==> src/rtl/timeout_counter.sv <==
// timeout_counter: counts tick strobes since the last clear and flags the P_TIMEOUT-th one
//   clock/reset : system clock, synchronous active-low reset
//   clear       : holds the count at zero (also suppresses expired)
//   tick        : timebase strobe to count
//   expired     : high in the cycle of the tick that completes the timeout
module timeout_counter #(
    parameter int P_TIMEOUT = 5
) (
    input  logic clock,
    input  logic reset,
    input  logic clear,
    input  logic tick,
    output logic expired
);
    localparam int W = $clog2(P_TIMEOUT + 1);
    logic [W-1:0] timer;
    // flag on the counting tick itself so the parent leaves WAIT on that same edge
    assign expired = tick && !clear && timer == W'(P_TIMEOUT - 1);
    always_ff @(posedge clock)
        if (!reset || clear) timer <= '0;
        else if (tick) timer <= timer + 1'b1;
endmodule

==> config.mk <==
export PLATFORM = sky130hd
export DESIGN_NAME = timeout_counter
export DESIGN_NICKNAME = d
export VERILOG_FILES = /design/src/rtl/timeout_counter.sv
export SDC_FILE = /design/constraint.sdc
export NUM_CORES = 1
export LEC_CHECK = 0
export CAP_MARGIN = 15
export CELL_PAD_IN_SITES_DETAIL_PLACEMENT = 0
export CELL_PAD_IN_SITES_GLOBAL_PLACEMENT = 1
export CORE_AREA = 3 3 40 42
export CTS_CLUSTER_DIAMETER = 30
export DETAILED_ROUTE_END_ITERATION = 10
export DIE_AREA = 0 0 43 45
export PLACE_DENSITY = 0.36
export SETUP_SLACK_MARGIN = 0.4
export SYNTH_ARGS = -nofsm -noshare
export SYNTH_HDL_FRONTEND = slang
export SYNTH_SLANG_ARGS = --single-unit
==> constraint.sdc <==
create_clock -name clock -period 2.6 [get_ports clock]
set_clock_uncertainty 0.15 [all_clocks]
set_input_delay 0.26 -clock clock [delete_from_list [all_inputs] [get_ports clock]]
set_output_delay 0.26 -clock clock [all_outputs]
set_load 0.02 [all_outputs]
Yosys cells after proc, flatten, opt, wreduce, memory -nomap -nowiden
Index checks and enable logic that the tools add are counted.

cells by class
  equality and inequality tests = 1
  reduce and logical (&&, ||, !) cells = 5
  add/subtract/negate cells = 1

operators with widths
  operator               number
  $add A3 B1 Y3 const B  1
  $eq A3 B3 Y1 const B   1
  $logic_and A1 B1 Y1    2
  $logic_not A1 Y1       2
  $logic_or A1 B1 Y1     1

word-level totals
  flip-flop bits (word level) = 3
  bits of input ports = 4
  output and inout port bits = 1

Longest topological paths before layout
Gate-level depths: netlist (run 1).

  depth after elaboration = 3
  mapped depth = 4

Least setup slack after synthesis (run 1)
No wires, ideal clock.

  kind = register to output
  start point = reg timer[0]
  end point = out expired
  path buffers = 0
  path slack = 1.386 ns
  arrival time = 0.804 ns
  cell stages (with the launch flop) = 4
  data required time = 2.190 ns
  cell sequence = dfxtp_1 inv_1 ha_1 and4b_2

on the way
  word-level cells in the longest chain between the ends = 2

RTL lines
  item                    RTL line  text
  start, declared         16        logic [W-1:0] timer;
  start signal, assigned  21        else if (tick) timer <= timer + 1'b1;
  $eq A3 B3 Y1            18        assign expired = tick && !clear && timer == W'(P_TIMEOUT - 1);
  $logic_and A1 B1 Y1     18
  end, declared           13        output logic expired

No other way between the ends.

Worst setup path in the final report (run 1)
  start point = in tick
  end point = out expired

on the way
  word-level cells in the longest chain between the ends = 2

RTL lines
  item                              RTL line  text
  start, declared                   12        input logic tick,
  $logic_and A1 B1 Y1 (2 in a row)  18

No other way between the ends.

==> results_dict.tcl, run 1 <==
set metrics [dict create \
    slew_viol_final 0 \
    crit_cells 3 \
    synth_top_area_share_pct 37.8 \
    drv_cap 0 \
    critPathMaxFanout 5 \
    worstSetupPathType "in2out" \
    switching_share_pct 20.6 \
    place_congestion 0.597 \
    cts_root_buf "clkbuf_4" \
    reg.largest.list "timer (3)" \
    drc_errors 0 \
    via_count 130 \
    seq_area_frac_synth_pct 37.8 \
    clock.fmax_ghz 0.480 \
    status "finished clean" \
    dpl_cell_area_um2 218 \
    cpMostUsedCell "clkdlybuf4s50_1" \
    grt_use_total_pct 4.83 \
    syn_area_um2 159 \
    clk_latency_ns 0.23 \
    final.min_clock_period_ns 2.08 \
    firstDrtPassIters 1 \
    grt_max_degree 6 \
    final.setup.tns_ns 0 \
    critPathBufInv 2 \
    h-tree-depth 1 \
    hpwl_um 237 \
    crit_chain "clkdlybuf4s50_1, and4b_2, clkdlybuf4s50_1" \
    slowest_stage "clkdlybuf4s50_1" \
    portBuffers 4 \
    drt-wirelength-per-cell_um 8.74 \
    fin_nets 31 \
    drtIter0Drc 0 \
    ant_nets 0 \
    die_width_um 43 \
    power.internal_mw 0.112 \
    startpoint_type "primary input" \
    r2r_cells 4 \
    reg2reg_slack_ns 1.46 \
    largest_reg_flops 3 \
    regMostFlops "timer" \
    ys_ff_latch 3 \
    worst_pin_slew_ns 0.213 \
    ctsResizeCount 0 \
    cts_hold_buf 0 \
    p_comb_share_pct 8.0 \
    grt_pass1_vias 144 \
    cts-buffers-inserted 3 \
    stdcell_area_um2 244 \
    end_kind "output port" \
    post-route-period-util_pct 80.1 \
    path_clk_slew_ns 0.03 \
    holdPathStages 2 \
    initial_utilization_pct 12.4 \
    grt-ovfl-total 0 \
    antenna_cells 0 \
    yosys.area.top_type "dfxtp_1" \
    p_sw_mw 0.0290 \
    drive_above_1_share_pct 20.8 \
    grt_pass1_wl_um 565 \
    r2r-end "timer[1]$_SDFFE_PP0P_" \
    cp.arrival_ns 1.67 \
    dieArea_um2 1940 \
    synthesis.nets 22 \
    power_frac_seq_pct 34.3 \
    regToRegStartpoint "timer[0]$_SDFFE_PP0P_" \
    layout_common_cells "clkdlybuf4s50_1, clkbuf_4, dfxtp_1" \
    syn_inst 16 \
    p_per_area_nw_per_um2 577 \
    hold_violations 0 \
    rows 13 \
    synth_cell_types 11 \
    cts_max_path_buffers 2 \
    p_clk_share_pct 57.7 \
    setup_viol 0 \
    max_slew_margin_pct 85.8 \
    crit_family "buffers and inverters" \
    ir_worst_vdd_v 0.000183 \
    cp_slowest_stage_delay_ns 0.60 \
    crit_required_ns 2.19 \
    final_common_cell "clkdlybuf4s50_1" \
    synthTopCellsByArea "dfxtp_1, ha_1, and4b_2" \
    core_um2 1280 \
    clock-sinks 3 \
    ys_warn_count 0 \
    cts_setup_buffers 0 \
    rsz0062_at_grt "no" \
    dieHeight_um 45 \
    fill_cells 150 \
    wl_um 341 \
    min_to "timer[1]$_SDFFE_PP0P_" \
    worstHoldStart "timer[1]$_SDFFE_PP0P_" \
    viasPerCell 3.33 \
    cellLeakagePower_nw 0.0968 \
    antenna_found_initial 0 \
    cts_tree "built" \
    synth_area_per_cell_um2 9.93 \
    synthToLayoutAreaGrowth_pct 53.5 \
    hold_class "reg2reg" \
    ios 5 \
]
per-layer routing:
metal  track usage [%]  vias to the layer above  wire length [um]  part of all wire, %
met1              4.09                       55               141                   41
met2              5.69                        7               137                   40
met5                 0                        -                 0                    0
met4              3.61                        0                 0                    0
met3              6.37                        0                63                   18
li1                  -                       68                 -                    -
cell families (layout without fill, tap and decap cells):
logic type	after synthesis	count (layout)	synth area share, %
flops	3	3	37.8
fa+ha+maj	2	2	15.7
mux	1	1	6.30
xor+xnor	1	1	5.51
buf+inv	2	10	4.73
simple gates	5	5	20.5
compound gates	2	2	9.45
per-stage QoR:
stage / power (mW) / utilization [%] / instances / hold slack [ns] / worst slack (ns)
2_1_floorplan: 0.0535 / - / 16 / 0.258 / 1.39
3_3_place_gp: 0.0603 / 16.9 / 35 / 0.388 / 0.495
3_5_place_dp: 0.0604 / 16.9 / 35 / 0.388 / 0.510
4_1_cts: 0.147 / 19.0 / 39 / 0.393 / 0.508
5_1_grt: 0.154 / 19.0 / 39 / 0.433 / 0.474
6_report: 0.141 / 19.0 / 39 / 0.385 / 0.517
worst max path at each step:
stage / startpoint / to / slack (ns)
after global routing: tick / expired / 0.47
after detailed placement: tick / expired / 0.51
after floorplan: timer[0]$_SDFFE_PP0P_ / expired / 1.39
after CTS: tick / expired / 0.51
after global placement: tick / expired / 0.50
final: tick / expired / 0.52
layout make-up:
cell class | instances | area (um2) | area share [%]
Clock buffer | 4 | 26.3 | 10.8
Inverter | 2 | 7.51 | 3.08
Multi-Input combinational cell | 11 | 91.3 | 37.4
Sequential cell | 3 | 60.1 | 24.6
Tap cell | 15 | 18.8 | 7.69
Timing Repair Buffer | 4 | 40.0 | 16.4
power groups by stage:
| stage | logic [mW] | registers (mW) | clock network, mW |
|---|---|---|---|
| 2_1_floorplan | 0.00463 | 0.0489 | 0 |
| 5_1_grt | 0.0124 | 0.0485 | 0.0930 |
| 3_5_place_dp | 0.0113 | 0.0491 | 0 |
| 3_3_place_gp | 0.0111 | 0.0491 | 0 |
| 6_report | 0.0112 | 0.0484 | 0.0813 |
| 4_1_cts | 0.0115 | 0.0484 | 0.0873 |
worst min-delay path, cell delays in order, from the launching register on:
cell     delay [ns]
dfxtp_1        0.34
mux2i_1        0.07
nor2_1         0.08
synthesized netlist by cell type:
cell	instances
a21oi_1	1
ha_1	2
nand3b_1	1
nor2_1	2
dfxtp_1	3
xnor2_1	1
nand2b_1	1
a21bo_2	1
and4b_2	1
mux2i_1	1
inv_1	2
Note: power is estimated with default switching activity, not from simulation.
==> run 2, diff against run 1 <==
- clock period: 2.6 -> 2.15 ns (I/O delays scaled with it)
==> run 2 against run 1 <==
Hold slack got worse by 0.021 ns; critical endpoint unchanged; critical path type is now reg2out; critical path depth rose by 1; count of clock-buffer cells in the layout did not move.
==> results_dict.tcl, run 2 (synthesis results as in run 1) <==
set metrics [dict create \
    grt_use_total_pct 4.74 \
    regToRegStartpoint "timer[0]$_SDFFE_PP0P_" \
    dpl_cell_area_um2 225 \
    slowest_stage "dfxtp_2" \
    synthToLayoutAreaGrowth_pct 58.3 \
    place_ws_ns 0.284 \
    startpoint_type "register" \
    cellLeakagePower_nw 0.107 \
    cts_max_path_buffers 2 \
    crit_required_ns 1.78 \
    largest_reg_flops 3 \
    dieHeight_um 45 \
    hold_class "reg2reg" \
    drc_errors 0 \
    power_mw 0.173 \
    fill_cells 145 \
    worstSetupPathType "reg2out" \
    worst_pin_slew_ns 0.204 \
    setup_viol 0 \
    post-route-period-util_pct 77.8 \
    final_core_util_pct 19.6 \
    crit_chain "inv_1, ha_1, and4b_2, dlygate4sd2_1" \
    cts-buffers-inserted 3 \
    holdWs_ns 0.364 \
    wl_um 344 \
    drive_above_1_share_pct 28.0 \
    final.min_clock_period_ns 1.67 \
    antenna_found_initial 0 \
    cts_tree "built" \
    rows 13 \
    path_clk_slew_ns 0.04 \
    cts_root_buf "clkbuf_4" \
    core_um2 1280 \
    status "finished clean" \
    p_per_area_nw_per_um2 688 \
    cts_hold_buf 0 \
    place_congestion 0.584 \
    ios 5 \
    final.setup.tns_ns 0 \
    startpoint "timer[0]$_SDFFE_PP0P_" \
    stdcell_area_um2 251 \
    max_slew_margin_pct 86.5 \
    firstDrtPassIters 3 \
    clock-sinks 3 \
    regMostFlops "timer" \
    drv_cap 0 \
    end_kind "output port" \
    drtIter0Drc 3 \
    grt_max_degree 5 \
    via_count 132 \
    cp_slowest_stage_delay_ns 0.34 \
    cts_setup_buffers 0 \
    die_width_um 43 \
    h-tree-depth 1 \
    layout_common_cells "clkbuf_4, clkdlybuf4s50_1" \
    antenna_cells 0 \
    portBuffers 4 \
    initial_utilization_pct 12.4 \
    reg.largest.list "timer (3)" \
    place_inst 36 \
    clock.fmax_ghz 0.598 \
    grt_pass1_wl_um 545 \
    cp.arrival_ns 1.31 \
    fin_nets 32 \
    grt-ovfl-total 0 \
    slew_viol_final 0 \
    rsz0062_at_grt "no" \
    ant_nets 0 \
    final_cells 40 \
    viasPerCell 3.30 \
    clk_latency_ns 0.23 \
    ir_worst_vdd_v 0.000176 \
    setup_slack_ns 0.477 \
    critPathMaxFanout 3 \
    grt_pass1_vias 123 \
    dieArea_um2 1940 \
    hold_violations 0 \
    worstHoldStart "timer[0]$_SDFFE_PP0P_" \
    drt-wirelength-per-cell_um 8.60 \
]
==> run 2: changes by cell type in the layout (fill, tap and decap cells not counted), sizes merged <==
cell	delta
buf	+1
clkdlybuf4s50	-1
dlygate4sd2	+1
==> run 2: worst paths after layout <==
kind,to,slack [ns],cells past startpoint
setup / recovery,expired,0.48,4
hold / removal,timer[0]$_SDFFE_PP0P_,0.36,2
setup reg to reg,timer[1]$_SDFFE_PP0P_,1.06,4
hold reg to reg,timer[0]$_SDFFE_PP0P_,0.36,2
==> run 2: per-layer routing <==
metal	track usage (%)	vias to the layer above	wire [um]
li1	-	70	-
met1	4.33	57	158
met2	5.09	5	140
met3	7.57	0	44
met4	1.81	0	0
met5	0	-	0
==> run 2: worst max-delay path, delay by kind of cell, from the launching register on <==
kind / cells / cell delay [ns]
DFF: 1 / 0.34
buffers and inverters: 2 / 0.36
adders and majority gates: 1 / 0.19
and+or+nand+nor: 1 / 0.19
==> run 2: area by class of cell <==
cell class	instances	area [um2]	area share, %
Inverter	2	7.51	2.99
Timing Repair Buffer	5	46.3	18.4
Multi-Input combinational cell	11	91.3	36.3
Clock buffer	4	26.3	10.4
Tap cell	15	18.8	7.46
Sequential cell	3	61.3	24.4
==> run 2: repair_timing <==
| action | CTS | global route |
|---|---|---|
| resized for setup | 1 | 1 |
| cloned | 0 | 0 |
| endpoints found under the setup margin | 1 | 1 |
==> run 2: power breakdown <==
group	leakage (nW)	total (mW)	switching, mW	internal, mW
Combinational	0.0672	0.0150	0.00539	0.00965
Sequential	0.0247	0.0587	0.00116	0.0575
Clock	0.0150	0.0992	0.0296	0.0696
Total	0.107	0.173	0.0361	0.137
